==> src/rtl/step_motor_ramp_sequencer.sv <==
// -----------------------------------------------------------------------------
// step_motor_ramp_sequencer
//
// Drives a single-step pulse generator through a complete move. The block
// reads a per-step period from an external acceleration table. It issues one
// trig_start pulse per step, with a stable spd_cnt_period, and then follows
// the generator's busy output until that step has finished. The table index
// climbs over the first L steps, holds at L-1 while cruising and mirrors back
// down for the last L steps. This gives a symmetric accelerate/cruise/
// decelerate profile. A short move folds the ramp at its midpoint.
//
// Handshake with the pulse generator: trig_start is a one-cycle request. The
// step counts as accepted once pulse_busy is seen high, and as complete once
// pulse_busy is seen low again. If pulse_busy never rises within BUSY_TIMEOUT
// cycles, the move is aborted with the sticky err_timeout flag set.
//
// Ports:
//   sys_clk, sys_rst_n     clock, asynchronous active-low reset
//   cmd_start / cmd_stop   single-cycle move / stop requests
//   cmd_step_total         number of steps in the move
//   cmd_dir                direction for the move
//   cmd_ramp_len           table entries used for the ramp (0 treated as 1)
//   tbl_rd_addr            acceleration table address
//   tbl_rd_data            table data, valid one cycle after the address
//   trig_start             step trigger to the pulse generator
//   spd_cnt_period         period for the pulse generator, floored at MIN_PERIOD
//   pulse_busy             busy_state from the pulse generator
//   motor_dir              direction pin
//   seq_busy               move in progress
//   seq_done               one-cycle completion strobe
//   seq_stopped            last move was ended by cmd_stop
//   err_timeout            sticky fault: pulse_busy never rose after a trigger
//   steps_done             completed steps in the current/last move
// -----------------------------------------------------------------------------
module step_motor_ramp_sequencer #(
    parameter int          ADDR_W       = 8,
    parameter logic [31:0] MIN_PERIOD   = 32'd8,
    parameter logic [15:0] DIR_SETUP    = 16'd50,
    parameter logic [15:0] BUSY_TIMEOUT = 16'd16
) (
    input  logic              sys_clk,
    input  logic              sys_rst_n,
    input  logic              cmd_start,
    input  logic              cmd_stop,
    input  logic [31:0]       cmd_step_total,
    input  logic              cmd_dir,
    input  logic [ADDR_W-1:0] cmd_ramp_len,
    output logic [ADDR_W-1:0] tbl_rd_addr,
    input  logic [31:0]       tbl_rd_data,
    output logic              trig_start,
    output logic [31:0]       spd_cnt_period,
    input  logic              pulse_busy,
    output logic              motor_dir,
    output logic              seq_busy,
    output logic              seq_done,
    output logic              seq_stopped,
    output logic              err_timeout,
    output logic [31:0]       steps_done
);

    typedef enum logic [2:0] {
        S_IDLE, S_SETUP, S_FETCH, S_LOAD, S_TRIG, S_WAIT_HI, S_WAIT_LO, S_DONE
    } state_t;

    state_t      state;
    logic [31:0] total_r;
    logic [31:0] ramp_last;     // L-1, with L = max(cmd_ramp_len, 1)
    logic [15:0] cnt;           // shared by the SETUP delay and the WAIT_HI timeout
    logic        stop_pending;
    logic [31:0] steps_next;

    assign steps_next = steps_done + 32'd1;

    // Table index for step k: min(k, total-k-1, L-1). The comparisons are done
    // in full 32 bits, and the result is truncated to ADDR_W only at the point
    // of use.
    function automatic logic [31:0] pick_idx(input logic [31:0] k,
                                             input logic [31:0] total,
                                             input logic [31:0] last);
        logic [31:0] m;
        logic [31:0] r1;
        m  = k;
        r1 = total - k - 32'd1;
        if (r1 < m)   m = r1;
        if (last < m) m = last;
        return m;
    endfunction

    // The address is registered on the way into FETCH. The table therefore
    // sees it during FETCH, and its data is valid during LOAD.
    always_ff @(posedge sys_clk or negedge sys_rst_n) begin
        if (!sys_rst_n) begin
            state          <= S_IDLE;
            total_r        <= '0;
            ramp_last      <= '0;
            cnt            <= '0;
            stop_pending   <= 1'b0;
            tbl_rd_addr    <= '0;
            trig_start     <= 1'b0;
            spd_cnt_period <= MIN_PERIOD;
            motor_dir      <= 1'b0;
            seq_busy       <= 1'b0;
            seq_done       <= 1'b0;
            seq_stopped    <= 1'b0;
            err_timeout    <= 1'b0;
            steps_done     <= '0;
        end else begin
            trig_start <= 1'b0;
            seq_done   <= 1'b0;

            if (cmd_stop && state != S_IDLE && state != S_DONE)
                stop_pending <= 1'b1;

            case (state)
                S_IDLE: begin
                    if (cmd_start) begin
                        total_r      <= cmd_step_total;
                        ramp_last    <= (cmd_ramp_len == '0) ? 32'd0
                                                             : 32'(cmd_ramp_len) - 32'd1;
                        motor_dir    <= cmd_dir;
                        steps_done   <= '0;
                        seq_stopped  <= 1'b0;
                        err_timeout  <= 1'b0;
                        stop_pending <= 1'b0;
                        seq_busy     <= 1'b1;
                        cnt          <= '0;
                        state        <= (cmd_step_total == 32'd0) ? S_DONE : S_SETUP;
                    end
                end
                S_SETUP: begin
                    // A stop before any pulse abandons the move right away.
                    if (cmd_stop || stop_pending) begin
                        seq_stopped <= 1'b1;
                        state       <= S_DONE;
                    end else if (cnt == DIR_SETUP - 16'd1) begin
                        tbl_rd_addr <= ADDR_W'(pick_idx(steps_done, total_r, ramp_last));
                        state       <= S_FETCH;
                    end else begin
                        cnt <= cnt + 16'd1;
                    end
                end
                S_FETCH: state <= S_LOAD;
                S_LOAD: begin
                    spd_cnt_period <= (tbl_rd_data < MIN_PERIOD) ? MIN_PERIOD : tbl_rd_data;
                    state          <= S_TRIG;
                end
                S_TRIG: begin
                    trig_start <= 1'b1;
                    cnt        <= '0;
                    state      <= S_WAIT_HI;
                end
                S_WAIT_HI: begin
                    if (pulse_busy) begin
                        state <= S_WAIT_LO;
                    end else if (cnt == BUSY_TIMEOUT - 16'd1) begin
                        err_timeout <= 1'b1;
                        state       <= S_DONE;
                    end else begin
                        cnt <= cnt + 16'd1;
                    end
                end
                S_WAIT_LO: begin
                    if (!pulse_busy) begin
                        steps_done <= steps_next;
                        // Finishing the final step wins over a coincident stop.
                        if (steps_next == total_r) begin
                            state <= S_DONE;
                        end else if (stop_pending || cmd_stop) begin
                            seq_stopped <= 1'b1;
                            state       <= S_DONE;
                        end else begin
                            tbl_rd_addr <= ADDR_W'(pick_idx(steps_next, total_r, ramp_last));
                            state       <= S_FETCH;
                        end
                    end
                end
                S_DONE: begin
                    seq_done <= 1'b1;
                    seq_busy <= 1'b0;
                    state    <= S_IDLE;
                end
                default: state <= S_IDLE;
            endcase
        end
    end

endmodule

==> config.mk <==
export PLATFORM = sky130hd
export DESIGN_NAME = step_motor_ramp_sequencer
export DESIGN_NICKNAME = d
export VERILOG_FILES = /design/src/rtl/step_motor_ramp_sequencer.sv
export SDC_FILE = /design/constraint.sdc
export NUM_CORES = 1
export LEC_CHECK = 0
export ABC_CLOCK_PERIOD_IN_PS = 11500
export CAP_MARGIN = 40
export CORE_ASPECT_RATIO = 1.1
export CORE_MARGIN = 2
export CORE_UTILIZATION = 25
export DETAILED_ROUTE_END_ITERATION = 7
export PLACE_DENSITY = 0.54
export SETUP_SLACK_MARGIN = 0.05
export SLEW_MARGIN = 5
export SYNTH_ARGS = -nofsm -noshare
export SYNTH_HDL_FRONTEND = slang
export SYNTH_SLANG_ARGS = --single-unit
==> constraint.sdc <==
create_clock -name sys_clk -period 11.5 [get_ports sys_clk]
set_clock_uncertainty 0.2 [all_clocks]
set_input_delay 2.3 -clock sys_clk [delete_from_list [all_inputs] [get_ports sys_clk]]
set_output_delay 2.3 -clock sys_clk [all_outputs]
set_load 0.05 [all_outputs]
==> summary.md <==
| Metric | Value |
|---|---|
| Worst Path Arrival | 10.76 ns |
| Reg clk slew, reported paths | 0.07 ns |
| Routed WL per cell | 18.54 um |
| RSZ-0062 raised after global routing | false |
| IO buf count | 155 |
| Final setup vio count | 0 |
| Crit path max fanout | 20 |
| Placed inst area | between 15,000 and 20,000 um^2 |
| Die width | 227.8 um |
| Gr usage total | 16.39% |
| Core area | approximately 55,000 um^2 |
| Area leader, netlist | dfrtp_1 |
| CTS Buffer Depth | 2 |
| DR DRC count | 0 |
| Die Ht | 250.2 um |
| CP max stage delay | 0.56 ns |
| HP Class | flop to flop |
| Num CTS Buffers | 17 |
| Total wire length | 46,480 um |
| Std-Cell Rows | 90 |
| Hold-fix buffers at CTS | 0 |
| Period utilization | 91.81% |
| Die area | 56,980 um^2 |
| Initial antenna violation count | 1 |
| Most frequent cells in the layout | ha_1 (183), nand2_1 (174), clkdlybuf4s50_1 (154) |
| Final Hold Viols | 0 |
| H-tree levels | 4 |
| Yosys reg bits | 139 |
| Total negative slack | 0 ns |
| Status | finished, final reports clean |
| Max-Cap Viols | 0 |
| Vias in the first global route | 12,790 |
| Async set-reset flop share out of synthesis | 100.0% |
| Critical Path Most Common Cell | a21o_1 |
| Slew HR | 42.85% |
| Critical path's slowest cell | dfrtp_1 |
| CP Capture Type | flop |
| Slew @ Worst Pin | 0.8555 ns |
| Syn-to-layout area delta | 21.44% |
| Clk Latency, worst-skew pair | 0.49 ns |
| FF-to-FF End | tbl_rd_addr[0] |
| Synth top area cells | dfrtp_1 (25%), ha_1 (17%), xnor2_1 (5.1%), nand2_1 (4.7%), mux2i_1 (4.4%) |
| Final Slew Violations | 0 |
| Hold Crit Depth | 2 |
| Library cells used by synthesis | 82 |
| Syn. warnings | 0 |
| Routability cong. | 0.8711 |
| Hold_sp | motor_dir |
| # fillers | 5,825 |
| Antenna cells | 0 |
| Nets@finish | 2,021 |
| Share of layout cells above drive strength 1 | under 10% |
| Post-route minimum period | about 11 ns |
| Pin count of the biggest net entering global routing | 82 |
| Reg2Reg Launch Point | steps_done[1] |
| Post-Syn Area per Cell | 8.474 um^2 |
| Io pins | 156 |
| CTS sink count | 139 |
| Syn_nets | about 1,900 |
| First-pass GRT wire length | approximately 73,000 um |
| Post-synth top flop | dfrtp_1 |
| Crit start category | flop |
| Post-synth EDFFs | 0 |
| Register-to-Register Path Depth | 37 |
| Congestion Overflow GR | 0 |
| Total number of vias | 12,640 |
| CTS root buf | clkbuf_16 |
| WHS Endpoint | motor_dir |
| Reg2Reg Setup Slack | 0.94 ns |
| Final Util | 30.62% |
| Post-layout instance area | between 15,000 and 20,000 um^2 |
| Detailed placement HPWL | about 37,000 um |
| Routed Antenna Nets | 0 |
| Most common cell after layout, fill and taps aside | ha_1 |
| Area of the multi-input gates | 9752 um^2 |
| Mapped Area | 13,770 um^2 |
| WHS | 0.2777 ns |
| Fmax achieved | ~95 MHz |
| Top cell type's share of synthesized area | 25.08% |
| Register area share after synthesis | 25.27% |
| Post-Syn Instances | 1,625 |
| Vias per std cell | between 5 and 6 |
| Register area | 3481 um^2 |
| WS Path Type | flop to flop |
| Initial core utilization | around a quarter |
| Initial drt markers | 773 |
| Worst Path Required | 11.70 ns |
| Drt pass-1 iters | 5 |
| TritonCTS clock tree | built |
-- repair_timing --
action	CTS	global route
buffers inserted	0	0
endpoints found under the setup margin	0	8
gates resized for setup	0	1
-- through the flow --
step,setup slack (ns),instances
detailed placement,0.7902,2475
global placement,1.108,2473
floorplan,1.799,1625
CTS,0.7630,2507
global route,0.2454,2507
finish,0.9415,2507
-- routing by layer --
metal / share of wire, % / GRT usage, % / up-vias / wire length, um
met5: 0 / 0 / - / 0
met4: 3.3 / 6.711 / 0 / 1515
met3: 4.6 / 3.313 / 69 / 2139
met2: 49 / 28.75 / 305 / 22850
met1: 43 / 19.48 / 6048 / 19980
li1: - / - / 6217 / -
-- state kept, by name (all words and copies together) (netlist names) --
name and flops:
tbl_rd_addr 8, total_r 32, seq_busy 1, trig_start 1
spd_cnt_period 32, steps_done 32, seq_stopped 1, seq_done 1
err_timeout 1, state 3, motor_dir 1, cnt 16
ramp_last 9, stop_pending 1
-- cells by family (layout without fill, tap and decap cells) --
logic type                 count (synthesis)  after routing  share of synthesized area [%]
DFF                                      139            139                          25.27
buffers and inverters                    140            286                          3.934
muxes                                     89             89                          6.733
adders and majority gates                192            192                          17.44
and+or+nand+nor                          543            543                          19.63
AOI/OAI and AO/OA                        412            412                          19.71
xor gates and xnor gates                 110            110                          7.296
-- area by class of cell --
cell class | count | share of cell area (%)
clock buffers | 17 | 2.544
well taps | 736 | 5.507
repair buffers | 170 | 9.958
clock inverters | 15 | 0.9801
inverters | 84 | 1.885
multi-input cells | 1346 | 58.31
flip-flops and latches | 139 | 20.81
-- critical path: cells and delay by family, from the launching register on --
kind                     cells  cell delay, ns
buffers and inverters        1            0.32
AND/OR/NAND/NOR             14            3.66
AO/OA/AOI/OAI               14            3.44
adder cells (fa/ha/maj)      4            1.34
XOR/XNOR                     3            0.52
multiplexers                 1            0.39
flip-flops                   1            0.56
-- how the worst max path moves through the flow --
| stage | startpoint | to | slack (ns) | depth (start not counted) |
|---|---|---|---|---|
| 2_1_floorplan | steps_done[0] | tbl_rd_addr[0] | 1.80 | 45 |
| 3_3_place_gp | steps_done[0] | tbl_rd_addr[0] | 1.11 | 37 |
| 3_5_place_dp | steps_done[0] | tbl_rd_addr[0] | 0.79 | 37 |
| 4_1_cts | steps_done[0] | tbl_rd_addr[0] | 0.76 | 37 |
| 5_1_grt | steps_done[0] | tbl_rd_addr[0] | 0.25 | 37 |
| 6_report | steps_done[1] | tbl_rd_addr[0] | 0.94 | 37 |
-- synth_stat cells, types with 19 or more instances --
cell,number
o22ai_1,19
dfrtp_1,138
nand3_1,47
a21oi_1,95
nand4_1,33
and3_1,20
ha_1,183
nor2b_1,20
a21o_1,70
nor3_1,23
xnor2_1,80
o21ai_0,92
xor2_1,27
nor4_1,22
nor2_1,119
nand2_1,174
o21a_1,19
inv_1,84
mux2i_1,60
clkbuf_1,46
mux2_2,29
Power is left out: the tool's default activity adds up to more than one toggle a clock period on the data nets, which glitch-free logic cannot reach.
==> edit 1: new RTL, config.mk and constraints unchanged <==
Encoding of `state_t`: now one-hot (8 bits for 8 states).
--- a/src/rtl/step_motor_ramp_sequencer.sv
+++ b/src/rtl/step_motor_ramp_sequencer.sv
@@ -59,6 +59,6 @@
 );
 
-    typedef enum logic [2:0] {
-        S_IDLE, S_SETUP, S_FETCH, S_LOAD, S_TRIG, S_WAIT_HI, S_WAIT_LO, S_DONE
+    typedef enum logic [7:0] {
+        S_IDLE = 8'b00000001, S_SETUP = 8'b00000010, S_FETCH = 8'b00000100, S_LOAD = 8'b00001000, S_TRIG = 8'b00010000, S_WAIT_HI = 8'b00100000, S_WAIT_LO = 8'b01000000, S_DONE = 8'b10000000
     } state_t;
 
Behaviour: no difference found for any inputs over 10 cycles, from zero or initial values and one cycle with sys_rst_n low; not proved beyond that.
==> edit 1 against the unedited design <==
  * Final area decreased by 0.34%
  * Setup slack got worse by 0.11 ns
  * Area after synthesis decreased by 0.84%
  * Routed wire length decreased by 1.7%
  * Sequential cell count increased by 5
  * Sequential share of layout area increased by 0.82 points
  * Via count increased by 1.5%
  * Critical endpoint is now tbl_rd_addr[1]$_DFFE_PN0P_
  * Largest cell class unchanged
==> edit 1: results (changes against the unedited design) <==
Clocking
  • Cts bufs inserted: 17 (unchanged)
  • Root Driver: clkbuf_16
  • Clock transition at the register clock pins on the worst setup and hold paths after CTS: 0.07 ns (about the same)
  • Longest Clk Path Bufs: 2 (unchanged)
  • H-tree depth: 4 (unchanged)

Final layout
  • Fraction of layout cells with a size suffix above 1: 4.04% (-1.9 points)
  • Fill cell count: 5698 (-2.2%)
  • Cell area after layout: 16700 sq um (-0.34%)
  • Nets: 2101 (+4.0%)

Global routing
  • Global routing met1 resource utilization: 20.6% (+1.1 points)
  • GRT met3 Usage: 3.55% (+0.24 points)
  • Initial antenna violation count: 0 (-1)
  • Pin count of the biggest net entering global routing: 76 (-7.3%)
  • Global router's overall resource usage: 16.4% (+0.033 points)
  • M2 GR Usage: 27.4% (-1.3 points)
  • First-pass GRT wire length: 71900 microns (-1.1%)

Placement
  • Post-Place Cell Area: 16100 sq um (-0.30%)
  • Number of I/O port buffers: 155 (unchanged)
  • HPWL after DPL: 36800 microns (-1.8%)
  • Final GP Congestion: 0.871 (about the same)

Worst setup path
  • CP Data Arrival Time: 10.83 ns (+0.07 ns)
  • Largest fanout on the critical path: 29 (+45%)
  • Slack of the worst reg-to-reg path: 0.83 ns (-0.11 ns)
  • Slowest stage cell on the critical path: dfrtp_1
  • Delay of the slowest cell on the worst path: 0.61 ns (+0.05 ns)

Synthesis
  • Syn Nets: 1968 (+4.2%)
  • Top cells by instance count after synthesis: nand2_1 (276), ha_1 (178), nor2_1 (151)
  • Proportion of synthesized chip area in sequential cells: 26.4% (+1.1 points)
  • Leading post-synthesis cells by cell area: dfrtp_1 (26%), ha_1 (16%), nand2_1 (7.6%), xnor2_1 (5.3%), a21oi_1 (4.6%)
  • Post-synth EDFFs: 0 (unchanged)

Drt
  • DRC violation total after the first TritonRoute iteration: 769 (-0.52%)
  • Number of antenna-violating nets in the routed design: 0 (unchanged)
  • Via Count: 12800 (+1.5%)
  • Detailed-router iteration count before antenna repair: 5 (unchanged)
  • Per-cell routed wire length: 17.7 microns (-4.6%)

Power and ir drop
  • Internal: approximately 2.6 mW

Timing
  • Worst max-slew margin expressed relative to the limit: 43.6% (+0.74 points)
  • Smallest hold slack: 0.274 ns (-0.00398 ns)

Run status
  • Result of the run: completed
[edit 1: cell types whose count changed after synthesis, moves of 8 or more]
cell      change
nand2_1     +102
mux2i_1      -47
nor2_1       +32
a21oi_1      +30
mux2_2       -26
o21ai_0      +15
o22ai_1      -14
clkbuf_1     -13
nand3_1      -13
nor2b_1      -13
and2_1        -8
xor2_1        +8
[edit 1: final timing paths]
check	cells after the start	from	to
min in group asynchronous	1	sys_rst_n	ramp_last[7]$_DFFE_PN0P_
setup / recovery	42	steps_done[0]$_DFFE_PN0P_	tbl_rd_addr[1]$_DFFE_PN0P_
setup reg to reg	42	steps_done[0]$_DFFE_PN0P_	tbl_rd_addr[1]$_DFFE_PN0P_
hold / removal	2	spd_cnt_period[30]$_DFFE_PN0P_	spd_cnt_period[30]$_DFFE_PN0P_
max in group asynchronous	3	sys_rst_n	spd_cnt_period[3]$_DFFE_PN1P_
hold reg to reg	2	spd_cnt_period[30]$_DFFE_PN0P_	spd_cnt_period[30]$_DFFE_PN0P_
[edit 1: power groups by stage]
stage | Sequential [mW] | Clock [mW] | Combinational (mW)
4_1_cts | 0.815 | 0.584 | 4.22
2_1_floorplan | 0.894 | 0 | 2.95
3_5_place_dp | 0.821 | 0 | 4.20
3_3_place_gp | 0.821 | 0 | 4.07
5_1_grt | 0.834 | 0.597 | 4.71
6_report | 0.814 | 0.558 | 4.21
[edit 1: stage by stage]
step,instances,setup slack (ns)
floorplan,1710,2.08
global placement,2548,1.22
detailed placement,2552,0.858
CTS,2584,0.783
global route,2584,0.0749
finish,2584,0.829
[edit 1: what timing repair did]
action / in CTS / in global routing
endpoints found under the setup margin: 0 / 6
hold endpoints to repair: 0 / 0
setup buffers: 0 / 0
resized for setup: 0 / 1
[edit 1: logic make-up after synthesis]
logic type | after synthesis | share of synthesized area (%)
xor gates and xnor gates | 122 | 8.18
adders and majority gates | 187 | 17.1
DFF | 144 | 26.4
muxes | 18 | 1.38
and+or+nand+nor | 663 | 22.6
AOI/OAI and AO/OA | 433 | 20.1
buffers and inverters | 143 | 4.16
[edit 1: per-layer routing]
metal	vias to the layer above	wire, microns	share of wire (%)
met4	0	1290	2.8
met2	281	21700	47
met3	59	2310	5.0
met1	6075	20400	45
met5	-	0	0
li1	6416	-	-
[edit 1: area by class of cell]
type	instances	area share, %
multi-input combinational	1423	57.0
sequential	144	21.6
timing repair buffer	170	10.5
tap	728	5.47
clock buffer	18	2.57
inverter	87	1.96
clock inverter	14	0.908
[edit 1: critical path: cells and delay by family, from the launching register on]
family / cells / cell delay, ns
xor+xnor: 3 / 0.57
mux: 1 / 0.28
buf+inv: 2 / 0.51
fa+ha+maj: 4 / 1.35
compound gates: 22 / 4.77
simple gates: 10 / 2.27
flops: 1 / 0.61
==> edit 2: new RTL, config.mk and constraints unchanged <==
Made on the original files. Set the parameter `ADDR_W` to 9 (it was 8).
--- a/src/rtl/step_motor_ramp_sequencer.sv
+++ b/src/rtl/step_motor_ramp_sequencer.sv
@@ -34,5 +34,5 @@
 // -----------------------------------------------------------------------------
 module step_motor_ramp_sequencer #(
-    parameter int          ADDR_W       = 8,
+    parameter int          ADDR_W       = 9,
     parameter logic [31:0] MIN_PERIOD   = 32'd8,
     parameter logic [15:0] DIR_SETUP    = 16'd50,
Ports: changed (resized cmd_ramp_len and tbl_rd_addr); port bits go from 156 to 158. The function was not compared with the original's and may differ.
==> edit 2 against the unedited design <==
  * Core utilization increased by 0.26 points
  * Routed wire length grew 1.2%
  * Hold slack improved by 0.021 ns
  * Area after synthesis increased by 0.35%
  * Setup slack worse by 0.021 ns
  * Sequential cell count increased by 2
  * Final area increased by 1.1%
  * Non-clock buffer count grew 5
  * Via count up 1.5%
Power is not shown: default switching activity piles up to over one toggle a cycle in this logic, so the estimate is an artifact.
==> edit 2: results (changes against the unedited design) <==
Synthesis
  • Ys async rst share: 100% (unchanged)
  • Fraction of the mapped netlist area in compound gates: 20.0% (+0.26 points)
  • Post-synthesis share of cell area spent on xor and xnor gates: 7.31% (+0.010 points)
  • Top FF cell, synth: dfrtp_1
  • Synth Area in Adders: 17.1% (-0.38 points)
  • Multiplexer area fraction after synthesis: 5.49% (-1.2 points)
  • Top cells by instance count after synthesis: nand2_1 (198), ha_1 (182), dfrtp_1 (140)
  • Distinct cells, synth: 78 (-4.9%)
  • Leading post-synthesis cells by cell area: dfrtp_1 (25%), ha_1 (16%), nand2_1 (5.4%), xnor2_1 (4.3%), a21o_1 (3.6%)
  • Post-synth top area share: 25.4% (+0.27 points)
  • Syn Nets: 1908 (+1.1%)
  • Proportion of synthesized chip area in sequential cells: 25.5% (+0.27 points)

Clocking
  • Cts bufs inserted: 17 (unchanged)
  • Total setup buffers inserted after CTS: 0 (unchanged)
  • Gates resized, CTS repair: 0 (unchanged)
  • Clock latency on the worst-skew pair: 0.46 ns (-0.03 ns)

Global routing
  • Global router's overall resource usage: 16.3% (-0.065 points)
  • Number of global-route vias before repair: 12700 (-0.41%)
  • First-pass GRT wire length: 73400 microns (+1.0%)
  • Initial antenna violation count: 0 (-1)

Worst setup path
  • Delay of the slowest cell on the worst path: 0.67 ns (+0.11 ns)
  • Logic depth of the worst register-to-register path: 38 (+2.7%)
  • Slowest stage cell on the critical path: o31ai_4
  • Reg-to-reg critical path endpoint: tbl_rd_addr[8]$_DFFE_PN0P_
  • Largest fanout on the critical path: 29 (+45%)
  • Slack of the worst reg-to-reg path: 0.92 ns (-0.02 ns)
  • Launching point of the worst reg2reg path: steps_done[0]$_DFFE_PN0P_

Placement
  • Number of I/O port buffers: 157 (+1.3%)
  • Final GP Congestion: 0.905 (+3.8%)
  • HPWL after DPL: 37600 microns (+0.54%)
  • Setup slack after placement: 1.04 ns (+0.253 ns)

Drt
  • Final routed wirelength across all metal layers: 47100 microns (+1.2%)
  • Detailed-router iteration count before antenna repair: 7 (+2)
  • Via Count: 12800 (+1.5%)
  • DRC violation total after the first TritonRoute iteration: 913 (+18%)

Timing
  • Worst-Margin Slew: 0.882 ns (+0.0268 ns)

Final layout
  • Nets: 2043 (+1.1%)
  • Fraction of layout cells with a size suffix above 1: 6.47% (+0.54 points)

Hold path
  • Worst min-delay path endpoint: seq_busy$_DFFE_PN0P_
  • Launch instance of the worst min-delay path: seq_busy$_DFFE_PN0P_
  • Worst min-delay path category: flop to flop

Run status
  • Result of the run: completed
==> edit 2: cell types whose count changed in the layout (fill, tap and decap cells not counted), moves of 8 or more <==
cell     before  now
nand2_1     174  198
mux2i_1      60   42
xnor2_1      80   68
o22ai_1      19    8
nand3_1      47   37
xor2_1       27   37
nand4_1      33   41
==> edit 2: layer usage <==
layer | GRT usage [%] | wire, microns | vias up
met3 | 2.61 | 1750 | 63
met5 | 0 | 0 | -
li1 | - | - | 6287
met2 | 27.7 | 22400 | 307
met1 | 20.7 | 21200 | 6176
met4 | 6.48 | 1630 | 0
==> edit 2: how the worst max path moves through the flow <==
stage                         startpoint                         end  slack (ns)  cells past startpoint
2_1_floorplan  steps_done[1]$_DFFE_PN0P_  tbl_rd_addr[5]$_DFFE_PN0P_        2.49                     42
3_3_place_gp   steps_done[0]$_DFFE_PN0P_  tbl_rd_addr[8]$_DFFE_PN0P_        1.24                     39
3_5_place_dp   steps_done[0]$_DFFE_PN0P_  tbl_rd_addr[8]$_DFFE_PN0P_        1.04                     39
4_1_cts        steps_done[0]$_DFFE_PN0P_  tbl_rd_addr[8]$_DFFE_PN0P_        1.04                     36
5_1_grt        steps_done[0]$_DFFE_PN0P_  tbl_rd_addr[8]$_DFFE_PN0P_        0.18                     40
6_report       steps_done[0]$_DFFE_PN0P_  tbl_rd_addr[8]$_DFFE_PN0P_        0.92                     38
==> edit 2: stage by stage <==
stage | utilization, % | std cells | hold WS [ns] | instance area [sq um]
after floorplan | - | 1645 | 0.278 | 13800
after global placement | 29.6 | 2492 | 0.269 | 16200
after detailed placement | 29.8 | 2497 | 0.288 | 16300
after CTS | 30.9 | 2529 | 0.310 | 16900
after global routing | 30.9 | 2529 | 0.319 | 16900
final | 30.9 | 2529 | 0.298 | 16900
==> edit 2: critical path: cells and delay by family, from the launching register on <==
kind                       cells  cell delay (ns)
muxes                          1             0.26
buffers and inverters          2             0.63
DFF                            1             0.62
adders and majority gates      4             1.29
AOI/OAI and AO/OA             19             4.28
and+or+nand+nor               10             2.74
xor gates and xnor gates       2             0.43
==> edit 2: cells by family (layout without fill, tap and decap cells) <==
logic type,count (synthesis),after routing
buffers and inverters,141,289
AOI/OAI and AO/OA,416,416
xor gates and xnor gates,109,109
and+or+nand+nor,578,578
adders and majority gates,188,188
muxes,72,72
DFF,141,141
==> edit 2: layout make-up <==
cell class              instances  area [sq um]
repair buffers                175          1770
clock inverters                15           189
flip-flops and latches        141          3530
fillers                      5848         37800
multi-input cells            1363          9760
clock buffers                  17           425
well taps                     736           921
inverters                      82           308
